===== config.mk =====
export PLATFORM = sky130hd
export DESIGN_NAME = mult_div_unit
export DESIGN_NICKNAME = d
export VERILOG_FILES = /design/src/rtl/mult_div_unit_pkg.sv /design/src/rtl/mult_div_unit_step.sv /design/src/rtl/mult_div_unit.sv
export SDC_FILE = /design/constraint.sdc
export NUM_CORES = 1
export LEC_CHECK = 0
export BUFFER_PORTS_ARGS = -buffer_cell sky130_fd_sc_hd__buf_2
export CAP_MARGIN = 20
export CORE_UTILIZATION = 62
export DETAILED_ROUTE_END_ITERATION = 10
export PLACE_DENSITY_LB_ADDON = 0.3
export SLEW_MARGIN = 10
export SYNTH_ARGS = -nofsm -noshare
export SYNTH_HDL_FRONTEND = slang
export SYNTH_HIERARCHICAL = 1
export SYNTH_SLANG_ARGS = --single-unit

===== constraint.sdc =====
create_clock -name clk -period 4.28 [get_ports clk]
set_input_delay 0.642 -clock clk [delete_from_list [all_inputs] [get_ports clk]]
set_output_delay 0.642 -clock clk [all_outputs]
set_load 0.005 [all_outputs]

===== src/rtl/mult_div_unit_pkg.sv =====
// Shared definitions for the iterative multiply/divide unit.
// Covers op encodings, FSM state codes and small op-decode helpers.
package mult_div_unit_pkg;

    localparam int MDU_DEFAULT_WIDTH = 32;

    typedef enum logic [1:0] {
        OP_MULTU = 2'b00,
        OP_MULT  = 2'b01,
        OP_DIVU  = 2'b10,
        OP_DIV   = 2'b11
    } op_e;

    typedef enum logic {
        ST_IDLE = 1'b0,
        ST_CALC = 1'b1
    } state_e;

    function automatic logic is_div_op(input logic [1:0] op);
        return op[1];
    endfunction

    function automatic logic is_signed_op(input logic [1:0] op);
        return op[0];
    endfunction

endpackage


===== src/rtl/mult_div_unit_step.sv =====
// One combinational iteration on {acc, q}.
// Multiply: shift-add, LSB of q selects the add. Divide: restoring trial subtract.
module mdu_step #(
    parameter int W = 32
) (
    input  logic         is_div_i,
    input  logic [W-1:0] acc_i,
    input  logic [W-1:0] q_i,
    input  logic [W-1:0] opnd_i,
    output logic [W-1:0] acc_o,
    output logic [W-1:0] q_o
);

    logic [W:0] sum;
    logic [W:0] rem;
    logic [W:0] trial;

    always_comb begin
        sum   = {1'b0, acc_i} + {1'b0, opnd_i};
        rem   = {acc_i, q_i[W-1]};
        // The running remainder stays below 2*divisor, so bit W of trial is a clean borrow.
        trial = rem - {1'b0, opnd_i};
        acc_o = '0;
        q_o   = '0;
        if (is_div_i) begin
            if (!trial[W]) begin
                acc_o = trial[W-1:0];
                q_o   = {q_i[W-2:0], 1'b1};
            end else begin
                acc_o = rem[W-1:0];
                q_o   = {q_i[W-2:0], 1'b0};
            end
        end else if (q_i[0]) begin
            acc_o = sum[W:1];
            q_o   = {sum[0], q_i[W-1:1]};
        end else begin
            acc_o = {1'b0, acc_i[W-1:1]};
            q_o   = {acc_i[0], q_i[W-1:1]};
        end
    end

endmodule


===== src/rtl/mult_div_unit.sv =====
// Iterative MULT/MULTU/DIV/DIVU unit owning the HI/LO registers.
// One iteration per cycle on unsigned magnitudes; signs are applied on the final edge.
module mult_div_unit
    import mult_div_unit_pkg::*;
#(
    parameter int DATA_WIDTH = MDU_DEFAULT_WIDTH
) (
    input  logic                  clk,
    input  logic                  rst_n,
    input  logic                  start,
    input  logic [1:0]            op,
    input  logic [DATA_WIDTH-1:0] Src1,
    input  logic [DATA_WIDTH-1:0] Src2,
    input  logic                  wr_hi,
    input  logic                  wr_lo,
    output logic                  busy,
    output logic                  done,
    output logic                  div_by_zero,
    output logic [DATA_WIDTH-1:0] HI,
    output logic [DATA_WIDTH-1:0] LO
);

    localparam int W     = DATA_WIDTH;
    localparam int CNT_W = $clog2(DATA_WIDTH + 1);

    state_e         state_q, state_d;
    logic [CNT_W-1:0] cnt_q;
    logic [W-1:0]   acc_q, q_q, opnd_q, hi_q, lo_q;
    logic           is_div_q, neg_lo_q, neg_hi_q;
    logic           done_q, dbz_q, dbz_pend_q;

    logic           accept, dbz_start, last, s1, s2;
    logic [W-1:0]   mag1, mag2, acc_nx, q_nx, hi_res, lo_res;
    logic [2*W-1:0] prod_s;

    assign accept    = (state_q == ST_IDLE) && start;
    assign dbz_start = accept && is_div_op(op) && (Src2 == '0);
    assign last      = (cnt_q == CNT_W'(W));
    assign s1        = is_signed_op(op) & Src1[W-1];
    assign s2        = is_signed_op(op) & Src2[W-1];
    assign mag1      = s1 ? -Src1 : Src1;
    assign mag2      = s2 ? -Src2 : Src2;

    mdu_step #(.W(W)) u_step (
        .is_div_i (is_div_q),
        .acc_i    (acc_q),
        .q_i      (q_q),
        .opnd_i   (opnd_q),
        .acc_o    (acc_nx),
        .q_o      (q_nx)
    );

    always_comb begin
        prod_s = neg_lo_q ? -{acc_q, q_q} : {acc_q, q_q};
        if (is_div_q) begin
            lo_res = neg_lo_q ? -q_q : q_q;
            hi_res = neg_hi_q ? -acc_q : acc_q;
        end else begin
            lo_res = prod_s[W-1:0];
            hi_res = prod_s[2*W-1:W];
        end
    end

    always_ff @(posedge clk or negedge rst_n) begin
        if (!rst_n) state_q <= ST_IDLE;
        else        state_q <= state_d;
    end

    always_comb begin
        state_d = state_q;
        case (state_q)
            ST_IDLE: if (accept && !dbz_start) state_d = ST_CALC;
            ST_CALC: if (last)                 state_d = ST_IDLE;
            default:                           state_d = ST_IDLE;
        endcase
    end

    always_comb begin
        busy = (state_q == ST_CALC);
    end

    always_ff @(posedge clk or negedge rst_n) begin
        if (!rst_n) begin
            cnt_q      <= '0;
            acc_q      <= '0;
            q_q        <= '0;
            opnd_q     <= '0;
            hi_q       <= '0;
            lo_q       <= '0;
            is_div_q   <= 1'b0;
            neg_lo_q   <= 1'b0;
            neg_hi_q   <= 1'b0;
            done_q     <= 1'b0;
            dbz_q      <= 1'b0;
            dbz_pend_q <= 1'b0;
        end else begin
            // Divide-by-zero skips iteration but still reports done one edge after accept.
            done_q     <= (state_q == ST_CALC && last) || dbz_pend_q;
            dbz_pend_q <= dbz_start;
            if (accept) begin
                dbz_q    <= dbz_start;
                cnt_q    <= '0;
                is_div_q <= is_div_op(op);
                neg_lo_q <= s1 ^ s2;
                neg_hi_q <= s1;
                acc_q    <= '0;
                q_q      <= is_div_op(op) ? mag1 : mag2;
                opnd_q   <= is_div_op(op) ? mag2 : mag1;
            end else if (state_q == ST_IDLE) begin
                if (wr_hi) hi_q <= Src1;
                if (wr_lo) lo_q <= Src1;
            end else if (!last) begin
                acc_q <= acc_nx;
                q_q   <= q_nx;
                cnt_q <= cnt_q + CNT_W'(1);
            end else begin
                hi_q <= hi_res;
                lo_q <= lo_res;
            end
        end
    end

    assign done        = done_q;
    assign div_by_zero = dbz_q;
    assign HI          = hi_q;
    assign LO          = lo_q;

endmodule


======== After elaboration in Yosys (flattened, before gate mapping) ========
Cells that the tools add are included.
operators by class
  eq/ne operators ......................... 3
  bitwise logic cells ..................... 5
  add/subtract/negate cells ............... 8
  mux-type cells .......................... 33
  reductions and logical operators ........ 14
operator list
  operator                                       number
  2-to-1 mux 32 bit                              25
  negator 32 bit                                 4
  2-to-1 mux 64 bit                              1
  negator 64 bit                                 1
  adder 32 x 32 -> 33 bit                        1
  subtractor 33 x 32 -> 33 bit                   1
  zero test 32 bit                               1
  2-to-1 mux 6 bit                               3
  adder 6 x 1 -> 6 bit, second input constant    1
  == test 6 bit, second input constant           1
  AND reduction 3 bit                            2
  nonzero test 2 bit                             3
  logical AND 1 bit                              5
  2-to-1 mux 1 bit                               3
  AND 1 bit                                      2
  != test 2 x 1 -> 1 bit, second input constant  1
  != test 2 bit, second input constant           1
  inverter 1 bit                                 2
  one-hot mux 1 bit (2 select lines)             1
  AND reduction 2 bit                            1
  zero test 1 bit                                1
  logical OR 1 bit                               1
  bitwise XOR 1 bit                              1
storage, ports and cells
  logic and storage cells ................. 76
  bits of input ports ..................... 71
  flip-flop bits (word level) ............. 173

======== Logic depth before layout (Yosys ltp) ========
  depth after elaboration ................. 8
  mapped depth ............................ 16

======== By module ========
Netlist, hierarchy kept.
modules (own cells, without submodules)
  module         instances  cells an instance  seq. area each (µm²)  area an instance (µm²)
  mult_div_unit  1          1393               4329.2                11557.3
  mdu_step       1          681                0.0                   4829.6

======== Worst setup path before layout ========
No wires, ideal clock.
  path kind ............................... register to register
  start ................................... reg q_q[31]
  end ..................................... reg acc_q[18]
  required time ........................... 4.147 ns
  setup slack ............................. 0.959 ns
  arrival time ............................ 3.188 ns
  path buffers ............................ 1
  cell stages (with the launch flop) ...... 17
  cells stage by stage .................... dfrtp_1 inv_1 ha_1 fa_1 nand2b_1 a21oi_2 a2111oi_1 o21a_1 nor4_4 o211ai_1 mux2_4 nor2_8 buf_6 mux2i_1 a21oi_1 nand2_1 o31ai_1
on the way
  word-level cells in the longest chain between the ends .. 6
RTL lines
  element                       RTL line                  text
  start, declared               mult_div_unit.sv:28       logic [W-1:0] acc_q, q_q, opnd_q, hi_q, lo_q;
  start signal, assigned        mult_div_unit.sv:107      q_q <= is_div_op(op) ? mag1 : mag2;
  start signal, assigned        mult_div_unit.sv:114      q_q <= q_nx;
  subtractor 33 x 32 -> 33 bit  mult_div_unit_step.sv:22  trial = rem - {1'b0, opnd_i};
  2-to-1 mux 32 bit             mult_div_unit_step.sv:26  if (!trial[W]) begin
  2-to-1 mux 32 bit             mult_div_unit_step.sv:25  if (is_div_i) begin
  via acc_nx[18]                mult_div_unit.sv:33       logic [W-1:0] mag1, mag2, acc_nx, q_nx, hi_res, lo_res;
  2-to-1 mux 32 bit             mult_div_unit.sv:112      end else if (!last) begin
  2-to-1 mux 32 bit             mult_div_unit.sv:109      end else if (state_q == ST_IDLE) begin
  2-to-1 mux 32 bit             mult_div_unit.sv:100      if (accept) begin
  end signal, assigned          mult_div_unit.sv:113      acc_q <= acc_nx;
  end, declared                 mult_div_unit.sv:28
The timed path passes the listed nets, and every way through them passes these cells. The select of a mux whose other input is x is not followed.
A chain may end at the register's enable or synchronous reset.

======== Final worst setup path ========
  start ................................... reg q_q[31]
  end ..................................... reg acc_q[0]
on the way
  word-level cells in the longest chain between the ends .. 6
RTL lines
  element                       RTL line
  subtractor 33 x 32 -> 33 bit  mult_div_unit_step.sv:22
  2-to-1 mux 32 bit (*)         mult_div_unit_step.sv:26
  2-to-1 mux 32 bit (*)         mult_div_unit_step.sv:25
  via acc_nx[0]                 mult_div_unit.sv:33
  2-to-1 mux 32 bit (*)         mult_div_unit.sv:112
  2-to-1 mux 32 bit (*)         mult_div_unit.sv:109
  2-to-1 mux 32 bit (*)         mult_div_unit.sv:100
The timed path passes the listed nets; every way through them passes the cells marked *. The select of a mux whose other input is x is not followed.

==> impl.org <==
** Critical path
- Along the worst path, the maximum fanout reaches 9.
- Measured in cells, the most critical reg-to-reg path has a length of 16.
- Crit Reg-Reg Endpoint :: acc_q[0]
- The worst setup path is launched from a register.
- Internal reg-to-reg setup slack :: 0.25 ns
- Data required time at the worst endpoint :: 4.57 ns
- Critical path data arrival time :: 4.31 ns
- Launch point of the worst reg-to-reg path :: q_q[31]
- Setup Crit Path Kind :: reg -> reg
- Capturing element type of the critical path :: register

** Finish
- Ratio of cells with drive above 1 in the final layout :: 14.5%
- Ant diodes :: 0
- Leaving out fill and tap cells, the most frequent cells in the layout are 222 x sky130_fd_sc_hd__nand2_1, 172 x sky130_fd_sc_hd__nor2_1, 170 x sky130_fd_sc_hd__dfrtp_1.
- Compared with the post-synthesis result, the final layout area differs by 9.87%.
- Number of cells in the finished layout apart from fillers :: 2,504
- Cells fill 69.3% of the core in the end.
- The library cell used most frequently in the layout, excluding fill and tap cells, is sky130_fd_sc_hd__nand2_1.
- The final layout contains 2,299 nets.
- Post-route cell area :: 18,000 um^2

** Synthesis
- When the netlist entered floorplanning its net count stood at 2,217.
- Synth Instances :: 2,074
- Number of distinct standard cells referenced by the synthesized netlist :: 103
- Netlist Area Pre-Place :: 16,400 um^2
- Synthesis inferred 173 register bits.
- Most used flip-flop cell after synthesis :: sky130_fd_sc_hd__dfrtp_1
- Per-instance average area after synthesis :: 7.90 um^2
- Counting flops with a built-in enable in the synthesized netlist gives 0.
- Share of the yosys chip area belonging to registers :: 26.4%
- Proportion of register bits with asynchronous set or reset after synthesis :: 100%
- For this run, the number of Yosys warnings is 6.

** Placement
- Post-placement worst setup slack :: 0.324 ns
- At the end of routability-driven placement, the weighted congestion stood at 1.03.
- Port buffering added 137 buffers.
- Cell Count Post-Placement :: 2,472
- In this run the cell area measured after placement is 17,400 um^2.
- Once detailed placement completed, the half-perimeter wirelength came to 46,100 um.

** STA
- The final-report max-slew violation count came to 0.
- The final critical path takes up 94.1% of the cycle.
- Unrepaired setup endpoints after global routing :: no
- Measured against its own limit, the worst slew margin works out to 29.1%.
- After layout, the worst setup slack is 0.253 ns.
- Setup Total Neg Slack :: 0 ns
- Fin Hold WS :: 0.297 ns
- Post-route minimum period :: 4.03 ns
- Endpoints failing setup :: 0
- Final Hold Violating Endpoints :: 0
- Static timing analysis puts the maximum clock frequency at 248 MHz.
- Setup skew after layout :: 0.0228 ns
- Transition at the pin with the smallest max-transition slack :: 1.06 ns

** Detailed routing
- The final route contains 17,527 vias.
- Amount of wire on met3 after detailed routing :: 7280 um
- The final layout contains routed wiring with a total length of 61,300 um.
- Once detail routing completed, the nets flagged for antenna violations numbered 0.
- Routed wl met2 :: 26,500 um
- Number of iterations in the first detailed-routing pass :: 7
- After detailed routing, the average wire length per cell comes to 24.5 um.
- Dividing the detail-routed via count by the number of cells gives 7.00.
- Post-route met1 wirelength :: 24,000 um
- Drc violations :: 0
- In this run, the number of DRC markers left after iteration 0 of detailed routing was 2,182.
- The highest metal layer carrying signal wires in the routed design is met5.

** Floorplan
- Total Die Area :: 27,100 um^2
- The floorplan step defined a core boundary enclosing 26,000 um^2.
- The initial utilization of the core area, before any placement, comes to 63.1%.
- After floorplanning, the core was divided into 59 placement rows.
- Pin placement for this block handled 138 I/O pins.
- Measured along the x axis, the die boundary spans 165 um.
- The floorplan step set the die height to 165 um.

** Run status
- Run status :: complete, no violations

** Power and ir drop
- In this run the power density over the cells is 962 nW/um^2.
- Static Leak :: 7.70 nW
- IR analysis of the VDD net gives a maximum drop of 0.000582 V.
- Design Power :: 17.3 mW

** Flow run
- Max-cap check violation count :: 0

** Min path
- In this run the worst hold path is classified as in -> async.

** Global routing
- Pin count of the biggest net entering global routing :: 95
- Wire length of the first global-routing pass :: 92,100 um
- The number of antenna violations at the first check in global routing was 5.
- Global-route total usage across every layer :: 45.0%
- The number of global-route vias before repair came to 16,023.
- For this run the aggregate overflow at the end of global routing stands at 0.

** CTS
- Clock insertion delay at the later pin of the skew report :: 0.46 ns
- Clock tree from TritonCTS :: yes
- TritonCTS buffer count :: 17
- Maximum level of the CTS H-tree :: 4
- Counting every sink on the clock net gives 173.
- Post-cts resize count :: 0
- Clock-pin slew was measured on the worst setup and hold paths at 0.09 ns.
- In this run the clock root is driven by a sky130_fd_sc_hd__clkbuf_16.
- In this run the post-CTS setup repair buffer count came out at 0.
- Max Buffers Root-to-Sink :: 2
- After clock tree synthesis, the flow added hold-fix buffers numbering 0.
-- cell type report --
| class | count | area, um^2 |
|---|---|---|
| multi-input cells | 1696 | 11200 |
| fillers | 2205 | 7980 |
| flip-flops and latches | 173 | 4340 |
| repair buffers | 193 | 1140 |
| clock buffers | 17 | 425 |
| well taps | 335 | 419 |
| inverters | 75 | 282 |
| clock inverters | 15 | 174 |
-- report_power, final --
part,internal (mW),switching [mW],leakage (nW)
clock,0.842,0.818,0.298
combinational,4.92,6.98,5.36
sequential,2.45,1.31,2.04
total,8.21,9.11,7.70
-- synth_stat cells (all sizes together), types with 7 or more instances --
cell type | instances | area [um^2]
or3 | 26 | 168
a41oi | 9 | 78.8
buf | 20 | 141
xnor2 | 86 | 753
a22oi | 7 | 57.6
and2 | 13 | 82.6
nor4 | 36 | 246
nor3 | 46 | 230
o21a | 14 | 106
or4 | 21 | 173
o21ai | 124 | 624
nand3 | 70 | 355
o221ai | 15 | 131
ha | 70 | 876
a221oi | 31 | 278
o31ai | 22 | 170
clkbuf | 108 | 405
nor2b | 29 | 181
xor2 | 74 | 648
a211oi | 39 | 293
a21o | 42 | 319
o41ai | 15 | 131
mux2 | 43 | 488
mux2i | 60 | 601
dfrtp | 173 | 4330
a211o | 9 | 78.8
nor4b | 7 | 67.6
nand2 | 222 | 833
nor2 | 173 | 666
nand2b | 28 | 175
a31oi | 48 | 300
o22ai | 12 | 75.1
and3 | 14 | 87.6
inv | 73 | 274
a21oi | 150 | 773
or2 | 12 | 75.1
nand4 | 28 | 175
o211ai | 23 | 173
-- critical path, cell delays in order, from the launching register on --
cell	delay (ns)
sky130_fd_sc_hd__dfrtp_2	0.48
sky130_fd_sc_hd__inv_1	0.09
sky130_fd_sc_hd__ha_1	0.24
sky130_fd_sc_hd__fa_1	0.42
sky130_fd_sc_hd__nand2b_1	0.21
sky130_fd_sc_hd__a21oi_2	0.24
sky130_fd_sc_hd__a2111oi_1	0.11
sky130_fd_sc_hd__o21a_1	0.30
sky130_fd_sc_hd__nor4_4	0.30
sky130_fd_sc_hd__o211ai_1	0.18
sky130_fd_sc_hd__mux2_4	0.36
sky130_fd_sc_hd__nor2_8	0.26
sky130_fd_sc_hd__buf_4	0.26
sky130_fd_sc_hd__or2_0	0.14
sky130_fd_sc_hd__a31oi_1	0.09
sky130_fd_sc_hd__nand2_1	0.11
sky130_fd_sc_hd__o31ai_1	0.09
-- per-layer routing --
| metal | GRT usage, % | vias up |
|---|---|---|
| met5 | 0 | - |
| li1 | - | 7818 |
| met3 | 11.8 | 233 |
| met1 | 59.4 | 8344 |
| met2 | 66.8 | 1126 |
| met4 | 24.4 | 6 |
-- state kept, by name, summed over array words and instances (netlist names) --
signal	cells
done	1
div_by_zero	1
neg_hi_q	1
opnd_q	32
neg_lo_q	1
q_q	32
dbz_pend_q	1
busy	1
cnt_q	6
LO	32
HI	32
acc_q	32
is_div_q	1
-- cells by family (layout without fill, tap and decap cells) --
logic type,after synthesis,after routing,share of synthesized area (%)
multiplexers,103,103,6.64
flip-flops,173,173,26.4
AND/OR/NAND/NOR,750,750,22.7
AO/OA/AOI/OAI,611,611,24.9
XOR/XNOR,160,160,8.55
adder cells (fa/ha/maj),72,72,5.59
buffers and inverters,205,300,5.18
-- worst max-delay path by stage --
stage,startpoint,end,depth (start not counted),slack [ns]
after global routing,q_q[31],acc_q[0],16,0.03
final,q_q[31],acc_q[0],16,0.25
after floorplan,q_q[31],acc_q[18],16,0.96
after global placement,q_q[31],acc_q[5],16,0.45
after detailed placement,q_q[31],acc_q[3],16,0.32
after CTS,q_q[31],acc_q[2],16,0.27
(Power assumes the default switching activity.)
